`src/rtl/flag_mult_if.sv`:
```
// Strobe-path bundle for flag_mult: request strobe in, pulse train and status out.
// pi_flag is a one-cycle strobe with no ready: the slave always takes it and either
// starts a burst, queues it, or rejects it (reported a cycle later on drop).
interface flag_mult_if #(
  parameter int PEND_W = 2
);
  logic              pi_flag;
  logic              po_flag;
  logic              busy;
  logic              drop;
  logic [PEND_W-1:0] pend;

  modport master (output pi_flag, input po_flag, busy, drop, pend);
  modport slave  (input pi_flag, output po_flag, busy, drop, pend);
endinterface

```
`src/rtl/flag_mult.sv`:
```
// Pulse multiplier: each request becomes MULT single-cycle pulses GAP cycles apart.
// FLAG_MULT_QUEUE_EN enables the pending-request queue; undefined drops all requests while busy.
module flag_mult #(
  parameter int MULT   = 4,
  parameter int GAP    = 2,
  parameter int PEND_W = 2
) (
  input  logic        clk,
  input  logic        rst,
  flag_mult_if.slave  fif,
  output logic        dbg_state
);
  localparam int GW = (GAP  > 1) ? $clog2(GAP)  : 1;
  localparam int MW = (MULT > 1) ? $clog2(MULT) : 1;
  localparam logic [GW-1:0] GAP_LAST  = GW'(GAP - 1);
  localparam logic [MW-1:0] MULT_LAST = MW'(MULT - 1);

  typedef enum logic {IDLE, RUN} state_t;

  state_t          state, state_n;
  logic [GW-1:0]   gap_cnt, gap_n;
  logic [MW-1:0]   pulse_cnt, pulse_n;
  logic            po_q, drop_q, drop_n;
  logic            last;

`ifdef FLAG_MULT_QUEUE_EN
  localparam logic [PEND_W-1:0] PEND_MAX = {PEND_W{1'b1}};
  logic [PEND_W-1:0] pend_q, pend_n;
`endif

  assign last = (state == RUN) && (gap_cnt == GAP_LAST) && (pulse_cnt == MULT_LAST);

  always_comb begin
    state_n = state;
    gap_n   = gap_cnt;
    pulse_n = pulse_cnt;
    drop_n  = 1'b0;
`ifdef FLAG_MULT_QUEUE_EN
    pend_n  = pend_q;
`endif
    case (state)
      IDLE: begin
        if (fif.pi_flag) begin
          state_n = RUN;
          gap_n   = '0;
          pulse_n = '0;
        end
      end
      RUN: begin
        if (last) begin
          gap_n   = '0;
          pulse_n = '0;
`ifdef FLAG_MULT_QUEUE_EN
          // A request arriving on the last cycle starts the next window itself,
          // so a queued entry is consumed only when no new request shows up.
          if (fif.pi_flag || (pend_q != '0)) begin
            if (!fif.pi_flag) pend_n = pend_q - 1'b1;
          end else begin
            state_n = IDLE;
          end
`else
          state_n = IDLE;
          drop_n  = fif.pi_flag;
`endif
        end else begin
          if (gap_cnt == GAP_LAST) begin
            gap_n   = '0;
            pulse_n = pulse_cnt + 1'b1;
          end else begin
            gap_n   = gap_cnt + 1'b1;
          end
`ifdef FLAG_MULT_QUEUE_EN
          if (fif.pi_flag) begin
            if (pend_q != PEND_MAX) pend_n = pend_q + 1'b1;
            else                    drop_n = 1'b1;
          end
`else
          drop_n = fif.pi_flag;
`endif
        end
      end
      default: state_n = IDLE;
    endcase
  end

  always_ff @(posedge clk) begin
    if (rst) begin
      state     <= IDLE;
      gap_cnt   <= '0;
      pulse_cnt <= '0;
      po_q      <= 1'b0;
      drop_q    <= 1'b0;
`ifdef FLAG_MULT_QUEUE_EN
      pend_q    <= '0;
`endif
    end else begin
      state     <= state_n;
      gap_cnt   <= gap_n;
      pulse_cnt <= pulse_n;
      po_q      <= (state_n == RUN) && (gap_n == '0);
      drop_q    <= drop_n;
`ifdef FLAG_MULT_QUEUE_EN
      pend_q    <= pend_n;
`endif
    end
  end

  assign fif.po_flag = po_q;
  assign fif.busy    = (state == RUN);
  assign fif.drop    = drop_q;
  assign dbg_state   = (state == RUN);
`ifdef FLAG_MULT_QUEUE_EN
  assign fif.pend    = pend_q;
`else
  assign fif.pend    = '0;
`endif
endmodule

```
`src/flat_wrapper.sv`:
```
// flat-port wrapper written by rule: the top's interface ports become plain ports
module flag_mult_flat 
#(
  parameter int MULT   = 4,
  parameter int GAP    = 2,
  parameter int PEND_W = 2
)
  (clk, rst, dbg_state, fif_pi_flag, fif_po_flag, fif_busy, fif_drop, fif_pend);
  flag_mult_if #(.PEND_W(PEND_W)) fif_i ();
  input  logic clk;
  input  logic rst;
  output logic dbg_state;
  input wire logic [$bits(fif_i.pi_flag)-1:0] fif_pi_flag;
  output wire logic [$bits(fif_i.po_flag)-1:0] fif_po_flag;
  output wire logic [$bits(fif_i.busy)-1:0] fif_busy;
  output wire logic [$bits(fif_i.drop)-1:0] fif_drop;
  output wire logic [$bits(fif_i.pend)-1:0] fif_pend;
  assign fif_i.pi_flag = fif_pi_flag;
  assign fif_po_flag = fif_i.po_flag;
  assign fif_busy = fif_i.busy;
  assign fif_drop = fif_i.drop;
  assign fif_pend = fif_i.pend;
  flag_mult #(.MULT(MULT), .GAP(GAP), .PEND_W(PEND_W)) u_core (.clk(clk), .rst(rst), .fif(fif_i), .dbg_state(dbg_state));
endmodule
```
`config.mk`:
```
export PLATFORM = sky130hd
export DESIGN_NAME = flag_mult_flat
export DESIGN_NICKNAME = d
export VERILOG_FILES = /design/src/rtl/flag_mult_if.sv /design/src/rtl/flag_mult.sv /design/src/flat_wrapper.sv
export SDC_FILE = /design/constraint.sdc
export NUM_CORES = 1
export LEC_CHECK = 0
export ABC_CLOCK_PERIOD_IN_PS = 1800
export BUFFER_PORTS_ARGS = -buffer_cell sky130_fd_sc_hd__buf_4
export CAP_MARGIN = 20
export CORE_AREA = 3 3 40 42
export DETAILED_ROUTE_END_ITERATION = 7
export DIE_AREA = 0 0 43 45
export SETUP_SLACK_MARGIN = 0.3
export SYNTH_ARGS = -nofsm -noshare
export SYNTH_HDL_FRONTEND = slang
export SYNTH_SLANG_ARGS = --single-unit
```
`constraint.sdc`:
```
create_clock -name clk -period 1.8 [get_ports clk]
set_input_delay 0.18 -clock clk [delete_from_list [all_inputs] [get_ports clk]]
set_output_delay 0.18 -clock clk [all_outputs]
set_load 0.1 [all_outputs]
```
==> results of run 1 <==
state kept, by name (all words and copies together), names as in the netlist:
| signal | flops |
|---|---|
| u_core.gap_cnt | 1 |
| u_core.pulse_cnt | 2 |
| u_core.fif.po_flag | 1 |
| u_core.fif.drop | 1 |
| u_core.dbg_state | 1 |
power groups by stage:
| stage | combinational, uW | clock, uW | sequential [uW] |
|---|---|---|---|
| floorplan | 54.0 | 0 | 174 |
| global placement | 86.9 | 0 | 150 |
| detailed placement | 86.9 | 0 | 150 |
| CTS | 87.0 | 131 | 148 |
| global route | 90.2 | 144 | 149 |
| finish | 86.5 | 123 | 148 |
cell usage in the layout (no fill, tap or decap):
cell	instances
sky130_fd_sc_hd__or2b_1	1
sky130_fd_sc_hd__dfxtp_2	1
sky130_fd_sc_hd__a311oi_1	1
sky130_fd_sc_hd__nand4bb_1	1
sky130_fd_sc_hd__o21ai_1	1
sky130_fd_sc_hd__dfxtp_1	5
sky130_fd_sc_hd__clkbuf_4	3
sky130_fd_sc_hd__buf_4	6
sky130_fd_sc_hd__o22ai_1	1
sky130_fd_sc_hd__nand2_1	1
sky130_fd_sc_hd__ha_1	1
sky130_fd_sc_hd__nand2b_1	3
sky130_fd_sc_hd__nand4b_1	1
sky130_fd_sc_hd__a21oi_1	1
sky130_fd_sc_hd__or3b_1	1
sky130_fd_sc_hd__mux2_2	1
sky130_fd_sc_hd__conb_1	2
sky130_fd_sc_hd__nor2_1	2
sky130_fd_sc_hd__a21oi_2	1
sky130_fd_sc_hd__nand3b_1	1
cell type report:
class | count | area [sq um]
clock buffers | 3 | 22.52
fillers | 140 | 938.4
multi-input cells | 20 | 138.9
flip-flops and latches | 6 | 121.4
well taps | 15 | 18.77
repair buffers | 6 | 45.04
per-stage QoR:
step | hold WS, ps | instances | utilization
after floorplan | 242.4 | 30 | -
after global placement | 396.5 | 47 | 0.2522
after detailed placement | 396.8 | 47 | 0.2522
after CTS | 137.2 | 50 | 0.2697
after global routing | 134.6 | 50 | 0.2697
final | 146.7 | 50 | 0.2697
cells by family after synthesis:
family          count (synthesis)  synth area share
simple gates                   11            0.2554
flops                           6            0.4156
compound gates                  5            0.1169
buf+inv                         4            0.1169
mux                             1           0.03896
fa+ha+maj                       1           0.04328
other cells                     1           0.01297
how the worst max path moves through the flow:
stage / startpoint / end / slack (ps)
2_1_floorplan: u_core.dbg_state / u_core.pulse_cnt[1] / 440
3_3_place_gp: u_core.gap_cnt / u_core.gap_cnt / 830
3_5_place_dp: u_core.gap_cnt / u_core.gap_cnt / 810
4_1_cts: u_core.dbg_state / fif_busy / 610
5_1_grt: u_core.dbg_state / fif_busy / 570
6_report: u_core.dbg_state / fif_busy / 620
metal layers:
layer | wire, microns | track usage | vias to the layer above
met5 | 0 | 0 | -
met4 | 0 | 0.03614 | 0
li1 | - | - | 109
met3 | 52 | 0.07570 | 0
met1 | 238 | 0.07524 | 97
met2 | 179 | 0.08383 | 9
==> out/results.md, run 1 <==
| Quantity | Value | Unit |
|:---|:---|:---|
| Share of synthesized registers carrying an async set or reset | 0 | - |
| Wire length of the first global-routing pass | 876 | microns |
| Internal Pwr Total | 234.0 | uW |
| Starting density of the core | 0.2249 | - |
| Number of buffers inserted by port buffering | 6 | - |
| Die W | 43 | microns |
| Worst vdd ir | 0.0003928 | V |
| Power density over the cells | 1030 | nW/um^2 |
| Area of the core | 1285 | sq um |
| Buf/Inv on CP | 1 | - |
| Instance count along the most critical hold path | 2 | - |
| Proportion of power drawn by flip-flops and latches | 0.414 | - |
| Clock insertion delay at the later pin of the skew report | 240 | ps |
| Synthesized cell area | 289.0 | sq um |
| Number of buffers added by the clock tree synthesis step | 3 | - |
| Sw Ratio | 0.3444 | - |
| PnR worst setup slack | 623.6 | ps |
| DRC Markers | 0 | - |
| Root Driver | sky130_fd_sc_hd__clkbuf_4 | - |
| Highest fanout seen on the critical path | 12 | - |
| Sequential element share of the synthesized area | 0.4156 | - |
| Ys Warns | 0 | - |
| Post-route cell area | 346.6 | sq um |
| Dominant register cell in the synthesized netlist | sky130_fd_sc_hd__dfxtp_1 | - |
| Nature of the critical path startpoint | flip-flop | - |
| R2r endpoint | u_core.gap_cnt | - |
| Quantity of gates resized following cts | 0 | - |
| Power after layout | 357.0 | uW |
| Highest Clock Rate | 850.1 | MHz |
| Worst path cell trace | buf_4 | - |
| P&R area growth vs syn | 19.91 | % |
| Number of top-level pins | 9 | - |
| WS Path Type | reg2out | - |
| Max-cap violations | 0 | - |
| Setup Total Neg Slack | 0 | ps |
| Slowest-stage cell, CP | sky130_fd_sc_hd__dfxtp_2 | - |
| Die height | 45 | microns |
| Post-synth top area share | 0.4156 | - |
| Final hold violation count | 0 | - |
| Die outline area | 1935 | sq um |
| TritonCTS clock tree | done | - |
| Cell with the most instances after synthesis | sky130_fd_sc_hd__dfxtp_1 | - |
| Switching power total | 123.0 | uW |
| Clock share of power | 0.344 | - |
| Mean cell area of the mapped netlist | 9.966 | sq um |
| Number of global-route vias before repair | 202 | - |
| First drt pass iteration count | 3 | - |
| Min-delay worst type | in2reg | - |
| RSZ-0062 raised after global routing | false | - |
| Library cell with the largest summed area after synthesis | sky130_fd_sc_hd__dfxtp_1 | - |
| Net count of the finished layout | 41 | - |
| Sink of the worst hold path | u_core.gap_cnt | - |
| Post-detailed-placement cell area | 324.1 | sq um |
| Gp weighted congestion | 0.7194 | - |
| Clk slew on worst S/H paths | 40 | ps |
| Crit. End Element | output pin | - |
| Wire length per cell | 9.400 | microns |
| GRT Resource Usage Total | 0.07012 | - |
| Final ANT Viol Nets | 0 | - |
| Cell types with the largest area share after synthesis | sky130_fd_sc_hd__dfxtp_1 (42%), sky130_fd_sc_hd__buf_4 (7.8%), sky130_fd_sc_hd__nand2b_1 (6.5%) | - |
| CP Data Required Time | 1620 | ps |
| Worst stage delay on the critical path | 430 | ps |
| Number of DRC markers in iteration 0 | 4 | - |
| Global route total overflow | 0 | - |
| Floorplan row count | 13 | - |
| Shortest period the worst path allows | 1176 | ps |
| Lkg Pwr | 0.0001412 | uW |
| Critical path data arrival time | 1000 | ps |
| Flops & latches, synth | 6 | - |
| Number of failing setup endpoints in the final timing report | 0 | - |
| Average via count per standard cell | 4.300 | - |
| Routed vias | 215 | - |
| Critical register-to-register path startpoint | u_core.gap_cnt | - |
| Final slew viol count | 0 | - |
| Reg2Reg Depth | 2 | - |
| Most numerous cell types in the synthesized netlist | sky130_fd_sc_hd__dfxtp_1 (6), sky130_fd_sc_hd__buf_4 (3), sky130_fd_sc_hd__nand2b_1 (3), sky130_fd_sc_hd__nor2_1 (2) | - |
| R2r setup slk | 810 | ps |
| Worst min-delay path startpoint | rst | - |
| Post-Place Worst Slack | 813.9 | ps |
| Distinct cells, synth | 19 | - |
| Status | finished, final reports clean | - |
| Setup repair bufs after CTS | 0 | - |
| Final setup skew | 0.1432 | ps |
| Total length of routed wires | 470 | microns |
| Antenna violations before repair | 0 | - |
| Count of clock tree sinks | 6 | - |
| Logic depth of the worst path, buffers included | 1 | - |
| Ratio of cells with drive above 1 in the final layout | 0.3429 | - |
| Antenna diode instance count | 0 | - |
| Maximum number of pins on one net before global-route repair | 13 | - |
| Cts-stage hold buffer count | 0 | - |
| Maximum clock path buffer count | 2 | - |
| Fin crit share | 0.6535 | - |
| Combinational Power Share | 0.242 | - |
| Count of flip-flops with a built-in enable after synthesis | 0 | - |
| H-tree levels | 1 | - |
| Instance count of the mapped netlist | 29 | - |
| Top delay family on crit path | flip-flops | - |
Note: power is estimated with default switching activity, not from simulation.
==> run 2, diff against run 1 <==
- ABC_CLOCK_PERIOD_IN_PS: 1800 -> 1000
- clock period: 1.8 -> 1 ns (I/O delays scaled with it)
==> run 2 against run 1 <==
Net effect:
- clock power is 110% higher
- register-to-register slack worse by 740 ps
- first-iteration DRC count did not move
- hold slack got worse by 89 ps
- design area rose by 33%
- sequential cell count unchanged
- largest cell class unchanged
- largest power group unchanged
- highest routed layer is now met4
==> out/results.md, run 2 (synthesized netlist as in run 1, its figures left out) <==
| Quantity | Value | Unit | Delta |
|:---|:---|:---|:---|
| Total length of routed wires | 659 | microns | +40% |
| Top delay family on crit path | flip-flops | - |  |
| Maximum clock path buffer count | 2 | - | unchanged |
| Global-route met1 utilization | 0.06265 | - | -0.01259 |
| TritonCTS clock tree | done | - |  |
| Antenna violations before repair | 0 | - | unchanged |
| Peak-usage layer in the global routing report | met2 | - |  |
| Global routing met3 resource utilization | 0.03984 | - | -0.03586 |
| Global route total overflow | 0 | - | unchanged |
| Highest fanout seen on the critical path | 8 | - | -4 |
| Ratio of cells with drive above 1 in the final layout | 0.6053 | - | +0.2624 |
| Met2 GRT Util | 0.1407 | - | +0.05689 |
| Maximum number of pins on one net before global-route repair | 9 | - | -4 |
| Wire length per cell | 12.43 | microns | +32% |
| CP Data Required Time | 900 | ps | -720 ps |
| Final hold violation count | 0 | - | unchanged |
| Shortest period the worst path allows | 960.3 | ps |  |
| Floorplan row count | 13 | - | unchanged |
| Commonest non-fill, non-tap cell in the layout | sky130_fd_sc_hd__buf_12 | - |  |
| Routed vias | 256 | - | +19% |
| CP Launch Point | u_core.dbg_state | - |  |
| Lkg Pwr | 0.0001733 | uW | +23% |
| Area taken by multi-input logic gates | 167.7 | sq um | +21% |
| Commonest non-fill, non-tap cells in the layout | sky130_fd_sc_hd__buf_12 (4), sky130_fd_sc_hd__nand2b_1 (3), sky130_fd_sc_hd__clkbuf_4 (3), sky130_fd_sc_hd__buf_4 (3), sky130_fd_sc_hd__dfxtp_4 (3) | - |  |
| Critical path data arrival time | 860 | ps | -140 ps |
| Highest Clock Rate | 1041 | MHz |  |
| DRC Markers | 0 | - | unchanged |
| Max-cap violations | 0 | - | unchanged |
| Critical register-to-register path startpoint | u_core.dbg_state | - |  |
| Starting density of the core | 0.2249 | - | unchanged |
| Die outline area | 1935 | sq um | unchanged |
| Net count of the finished layout | 43 | - | +4.9% |
| Filler Cells Inserted | 121 | - | -14% |
| Crit. End Element | output pin | - |  |
| Antenna diode instance count | 0 | - | unchanged |
| Cts-stage hold buffer count | 0 | - | unchanged |
| First drt pass iteration count | 4 | - | +1 |
| Power after layout | 729.0 | uW | +100% |
| Final hold slack | 57.49 | ps | -89.20 ps |
| Total half-perimeter wirelength after legalization and detailed placement | 377.4 | microns |  |
| Wire length of the first global-routing pass | 1.014 | mm | +16% |
| Status | finished, final reports clean | - |  |
| Average via count per standard cell | 4.830 | - | +12% |
| Worst min-delay path startpoint | rst | - |  |
| Reg with most FFs | u_core.pulse_cnt | - |  |
| Nature of the critical path startpoint | flip-flop | - |  |
| Buf/Inv on CP | 1 | - | unchanged |
| Count of clock tree sinks | 6 | - | unchanged |
| Post-Layout Cell Count | 53 | - | +6.0% |
| Number of buffers inserted by port buffering | 6 | - | unchanged |
| Worst vdd ir | 0.0004061 | V | +3.4% |
| Util after Layout | 0.3583 | - | +0.08861 |
| Fin crit share | 0.9603 | - |  |
| Number of failing setup endpoints in the final timing report | 0 | - | unchanged |
| P&R area growth vs syn | 59.31 | % |  |
| RSZ-0062 raised after global routing | true | - |  |
| Power density over the cells | 1583 | nW/um^2 | +54% |
| Max FFs per register | 2 | - | unchanged |
| Number of DRC markers in iteration 0 | 4 | - | unchanged |
| Placed cells | 48 | - | +2.1% |
| Number of top-level pins | 9 | - | unchanged |
| Die W | 43 | microns | unchanged |
| Gp weighted congestion | 0.5989 | - | -17% |
| Number of global-route vias before repair | 247 | - | +22% |
| GRT Resource Usage Total | 0.07910 | - | +0.008984 |
| Final slew viol count | 0 | - | unchanged |
| Worst path cell trace | buf_12 | - |  |
| Clk slew on worst S/H paths | 50 | ps | about the same |
| Min-delay worst type | in2reg | - |  |
| Area of the core | 1285 | sq um | unchanged |
| WS Path Type | reg2out | - |  |
| H-tree levels | 1 | - | unchanged |
| Clock insertion delay at the later pin of the skew report | 250 | ps | about the same |
| Slowest-stage cell, CP | sky130_fd_sc_hd__dfxtp_4 | - |  |
| Die height | 45 | microns | unchanged |
| Sequential standard cell area | 133.9 | sq um | +10% |
| Worst stage delay on the critical path | 420 | ps | about the same |
| Final setup skew | 1.257 | ps | +1.113 ps |
| Root Driver | sky130_fd_sc_hd__clkbuf_4 | - |  |
| Number of buffers added by the clock tree synthesis step | 3 | - | unchanged |
| Final ANT Viol Nets | 0 | - | unchanged |
-- run 2: path summary, 6_finish.rpt --
path                    endpoint  slack [ps]  cells past startpoint
max                     fif_busy          40                      1
min reg2reg  u_core.pulse_cnt[1]         520                      2
max reg2reg       u_core.gap_cnt          70                      2
min              u_core.fif.drop          60                      2
-- run 2: final cells by class --
| class | instances | share of cell area |
|---|---|---|
| clock buffers | 4 | 0.05707 |
| multi-input cells | 20 | 0.3641 |
| flip-flops and latches | 6 | 0.2908 |
| well taps | 15 | 0.04076 |
| repair buffers | 8 | 0.2473 |
-- run 2: per-stage QoR --
step           instance area [sq um]  setup slack [ps]  TNS, ps
6_report                       460.4             39.66        0
4_1_cts                        447.9             50.14        0
3_3_place_gp                   345.3             82.27        0
2_1_floorplan                  307.8            -156.8   -436.0
3_5_place_dp                   345.3             79.88        0
5_1_grt                        460.4             10.09        0
-- run 2: report_power, final --
part	switching, uW	internal (uW)	total (uW)
logic	133	70.6	204
clock network	106	152	258
registers	18.1	249	267
total	257	472	729
-- run 2: per-layer routing --
layer / up-vias / wire (microns)
li1: 117 / -
met4: 0 / 17
met1: 123 / 237
met5: - / 0
met2: 14 / 348
met3: 2 / 55
-- run 2: repair_timing --
item / CTS / global route
gates resized for setup: 17 / 4
setup buffers: 1 / 0
pin swaps: 2 / 5
endpoints found under the setup margin: 9 / 10
==> run 3, diff against run 2 <==
- ABC_AREA: unset -> 1
- ABC_CLOCK_PERIOD_IN_PS: 1000 -> 1200
- CORE_AREA: 3 3 40 42 -> 2 2 39 41
- DIE_AREA: 0 0 43 45 -> 0 0 41 43
- clock period: 1 -> 1.2 ns (I/O delays scaled with it)
==> run 3 against run 2 <==
Net effect:
- sequential share of layout area grew 1.2 points
- die area decreased by 8.9%
- sequential power is 16% lower
- combinational power is 19% lower
- hold slack improved by 1.0 ps
- utilization fell by 5.1 points
- clock-buffer cell count is the same
- clock skew is 4.5 ps higher
- setup slack better by 200 ps
- design area is 7.6% lower
- largest power group unchanged
- highest routed layer unchanged
==> out/results.md, run 3 <==
| Quantity | Value | Unit | Delta |
|:---|:---|:---|:---|
| CP Launch Point | u_core.dbg_state | - |  |
| Gp weighted congestion | 0.7079 | - | +18% |
| Synthesized cell area | 274.0 | sq um | -5.2% |
| Top delay family on crit path | flip-flops | - |  |
| Clock insertion delay at the later pin of the skew report | 250 | ps | about the same |
| Filler Cells Inserted | 153 | - | +26% |
| Min-delay worst type | in2reg | - |  |
| Placed cells | 57 | - | +19% |
| Cts-stage hold buffer count | 0 | - | unchanged |
| Distinct cells, synth | 14 | - | -5 |
| Power density over the cells | 1409 | nW/um^2 | -11% |
| Worst stage delay on the critical path | 410 | ps | about the same |
| Share of synthesized registers carrying an async set or reset | 0 | - | unchanged |
| Instance count of the mapped netlist | 37 | - | +28% |
| Slowest-stage cell, CP | sky130_fd_sc_hd__dfxtp_4 | - |  |
| Maximum number of pins on one net before global-route repair | 7 | - | -2 |
| Number of failing setup endpoints in the final timing report | 0 | - | unchanged |
| P&R area growth vs syn | 55.25 | % |  |
| Sequential element share of the synthesized area | 0.4384 | - | +0.02277 |
| Post-Layout Cell Count | 62 | - | +17% |
| Max FFs per register | 2 | - | unchanged |
| Reg2Reg Depth | 3 | - | +1 |
| Highest fanout seen on the critical path | 6 | - | -2 |
| Number of DRC markers in iteration 0 | 0 | - | -4 |
| Die W | 41 | microns | -4.7% |
| Routed vias | 227 | - | -11% |
| Setup Total Neg Slack | 0 | ps | unchanged |
| GRT Resource Usage Total | 0.08124 | - | +0.002143 |
| Max-cap violations | 0 | - | unchanged |
| Dominant register cell in the synthesized netlist | sky130_fd_sc_hd__dfxtp_1 | - |  |
| Final ANT Viol Nets | 0 | - | unchanged |
| Post-Place Worst Slack | 312.2 | ps | +232.3 ps |
| Flops & latches, synth | 6 | - | unchanged |
| Worst vdd ir | 0.0003732 | V | -8.1% |
| Shortest period the worst path allows | 962.6 | ps |  |
| R2r endpoint | u_core.pulse_cnt[1] | - |  |
| Global route total overflow | 0 | - | unchanged |
| Final slew viol count | 0 | - | unchanged |
| Lkg Pwr | 0.0002008 | uW | +16% |
| Critical path destination | dbg_state | - |  |
| Wire length per cell | 7.548 | microns | -39% |
| Clk slew on worst S/H paths | 50 | ps | about the same |
| Number of buffers inserted by port buffering | 6 | - | unchanged |
| Count of flip-flops with a built-in enable after synthesis | 0 | - | unchanged |
| WS Path Type | reg2out | - |  |
| DRC Markers | 0 | - | unchanged |
| Highest Clock Rate | 1039 | MHz |  |
| Critical path data arrival time | 840 | ps | -20 ps |
| Commonest non-fill, non-tap cells in the layout | sky130_fd_sc_hd__nand2_1 (5), sky130_fd_sc_hd__inv_1 (5), sky130_fd_sc_hd__buf_12 (4), sky130_fd_sc_hd__dfxtp_2 (4) | - |  |
| Number of buffers added by the clock tree synthesis step | 3 | - | unchanged |
| H-tree levels | 1 | - | unchanged |
| Area of the core | 1384 | sq um | +7.7% |
| Cell types with the largest area share after synthesis | sky130_fd_sc_hd__dfxtp_1 (44%), sky130_fd_sc_hd__inv_1 (9.6%), sky130_fd_sc_hd__nand2_1 (9.6%) | - |  |
| Library cell with the largest summed area after synthesis | sky130_fd_sc_hd__dfxtp_1 | - |  |
| CP Data Required Time | 1080 | ps | +180 ps |
| Logic depth of the worst path, buffers included | 1 | - | unchanged |
| Root Driver | sky130_fd_sc_hd__clkbuf_4 | - |  |
| First drt pass iteration count | 1 | - | -3 |
| Starting density of the core | 0.1980 | - | -0.02692 |
| Buf/Inv on CP | 1 | - | unchanged |
| Crit. End Element | output pin | - |  |
| Average via count per standard cell | 3.661 | - | -24% |
| Count of clock tree sinks | 6 | - | unchanged |
| Mean cell area of the mapped netlist | 7.406 | sq um | -26% |
| Maximum clock path buffer count | 2 | - | unchanged |
| Antenna diode instance count | 0 | - | unchanged |
| Ratio of cells with drive above 1 in the final layout | 0.5217 | - | -0.08352 |
| Number of global-route vias before repair | 194 | - | -21% |
| RSZ-0062 raised after global routing | true | - |  |
| TritonCTS clock tree | done | - |  |
| Net count of the finished layout | 51 | - | +19% |
| Nature of the critical path startpoint | flip-flop | - |  |
| Number of top-level pins | 9 | - | unchanged |
| Wire length of the first global-routing pass | 793 | microns | -22% |
| Fin crit share | 0.8022 | - |  |
| Ys Warns | 0 | - | unchanged |
| Reg with most FFs | u_core.pulse_cnt | - |  |
| Final hold violation count | 0 | - | unchanged |
| Antenna violations before repair | 0 | - | unchanged |
| Worst path cell trace | buf_12 | - |  |
| Floorplan row count | 14 | - | +1 |
| Most numerous cell types in the synthesized netlist | sky130_fd_sc_hd__inv_1 (7), sky130_fd_sc_hd__nand2_1 (7), sky130_fd_sc_hd__dfxtp_1 (6), sky130_fd_sc_hd__buf_4 (3), sky130_fd_sc_hd__nor2_1 (3) | - |  |
| Final setup skew | 5.802 | ps | +4.546 ps |
| PnR worst setup slack | 237.4 | ps | +197.7 ps |
| Post-synth top area share | 0.4384 | - | +0.02277 |
| R2r setup slk | 360 | ps | +290 ps |
| Worst min-delay path startpoint | rst | - |  |
| Die height | 43 | microns | -4.4% |
| Critical register-to-register path startpoint | u_core.pulse_cnt[0] | - |  |
| Status | finished, final reports clean | - |  |
| Total length of routed wires | 468 | microns | -29% |
| Total half-perimeter wirelength after legalization and detailed placement | 376.5 | microns | -0.24% |
| Die outline area | 1763 | sq um | -8.9% |
-- run 3: cell type report --
class | instances | area [sq um] | area share
Sequential cell | 6 | 128.9 | 0.3029
Inverter | 7 | 26.28 | 0.06176
Clock buffer | 4 | 26.28 | 0.06176
Multi-Input combinational cell | 22 | 121.4 | 0.2853
Tap cell | 16 | 20.02 | 0.04706
Timing Repair Buffer | 7 | 102.6 | 0.2412
-- run 3: stage by stage --
step	instance area (sq um)	utilization	total power, uW	hold slack, ps
after global placement	335.3	0.2423	364.6	322.8
after floorplan	292.8	-	347.4	182.4
final	425.4	0.3074	599.2	58.54
after global routing	425.4	0.3074	634.9	50.79
after detailed placement	335.3	0.2423	365.4	322.4
after CTS	401.6	0.2902	601.6	57.28
-- run 3: timing repair --
item / in CTS / in global routing
endpoints found under the setup margin: 4 / 7
pin swaps: 0 / 1
setup buffers: 0 / 1
resized for setup: 10 / 5
-- run 3: how the worst min path moves through the flow --
| stage | to | slack (ps) | cells after the start |
|---|---|---|---|
| final | u_core.pulse_cnt[1] | 60 | 2 |
| after global routing | u_core.pulse_cnt[1] | 50 | 2 |
| after CTS | u_core.pulse_cnt[1] | 60 | 2 |
| after detailed placement | u_core.pulse_cnt[1] | 320 | 2 |
| after global placement | u_core.pulse_cnt[1] | 320 | 2 |
| after floorplan | u_core.pulse_cnt[1] | 180 | 1 |
-- run 3: worst reg2reg max path, stage by stage (launching register included) --
cell and delay, ps:
sky130_fd_sc_hd__dfxtp_2 310, sky130_fd_sc_hd__ha_1 300, sky130_fd_sc_hd__nand2_2 70, sky130_fd_sc_hd__a21oi_2 40
-- run 3: cell families after synthesis --
logic type | Yosys count | synth area share
other cells | 1 | 0.01369
compound gates | 4 | 0.08675
simple gates | 15 | 0.2375
fa+ha+maj | 1 | 0.04565
flops | 6 | 0.4384
buf+inv | 10 | 0.1781
-- run 3: per-layer routing --
layer / routed length, microns / GRT usage
met1: 180 / 0.06410
met2: 242 / 0.1063
met3: 30 / 0.06283
met4: 15 / 0.1000
met5: 0 / 0
-- run 3: power by group --
part	switching (uW)	leakage (uW)	internal, uW	total, uW
registers	12.8	0.0000515	211	223
logic	116	0.000134	50.4	166
clock network	82.8	0.0000150	127	209
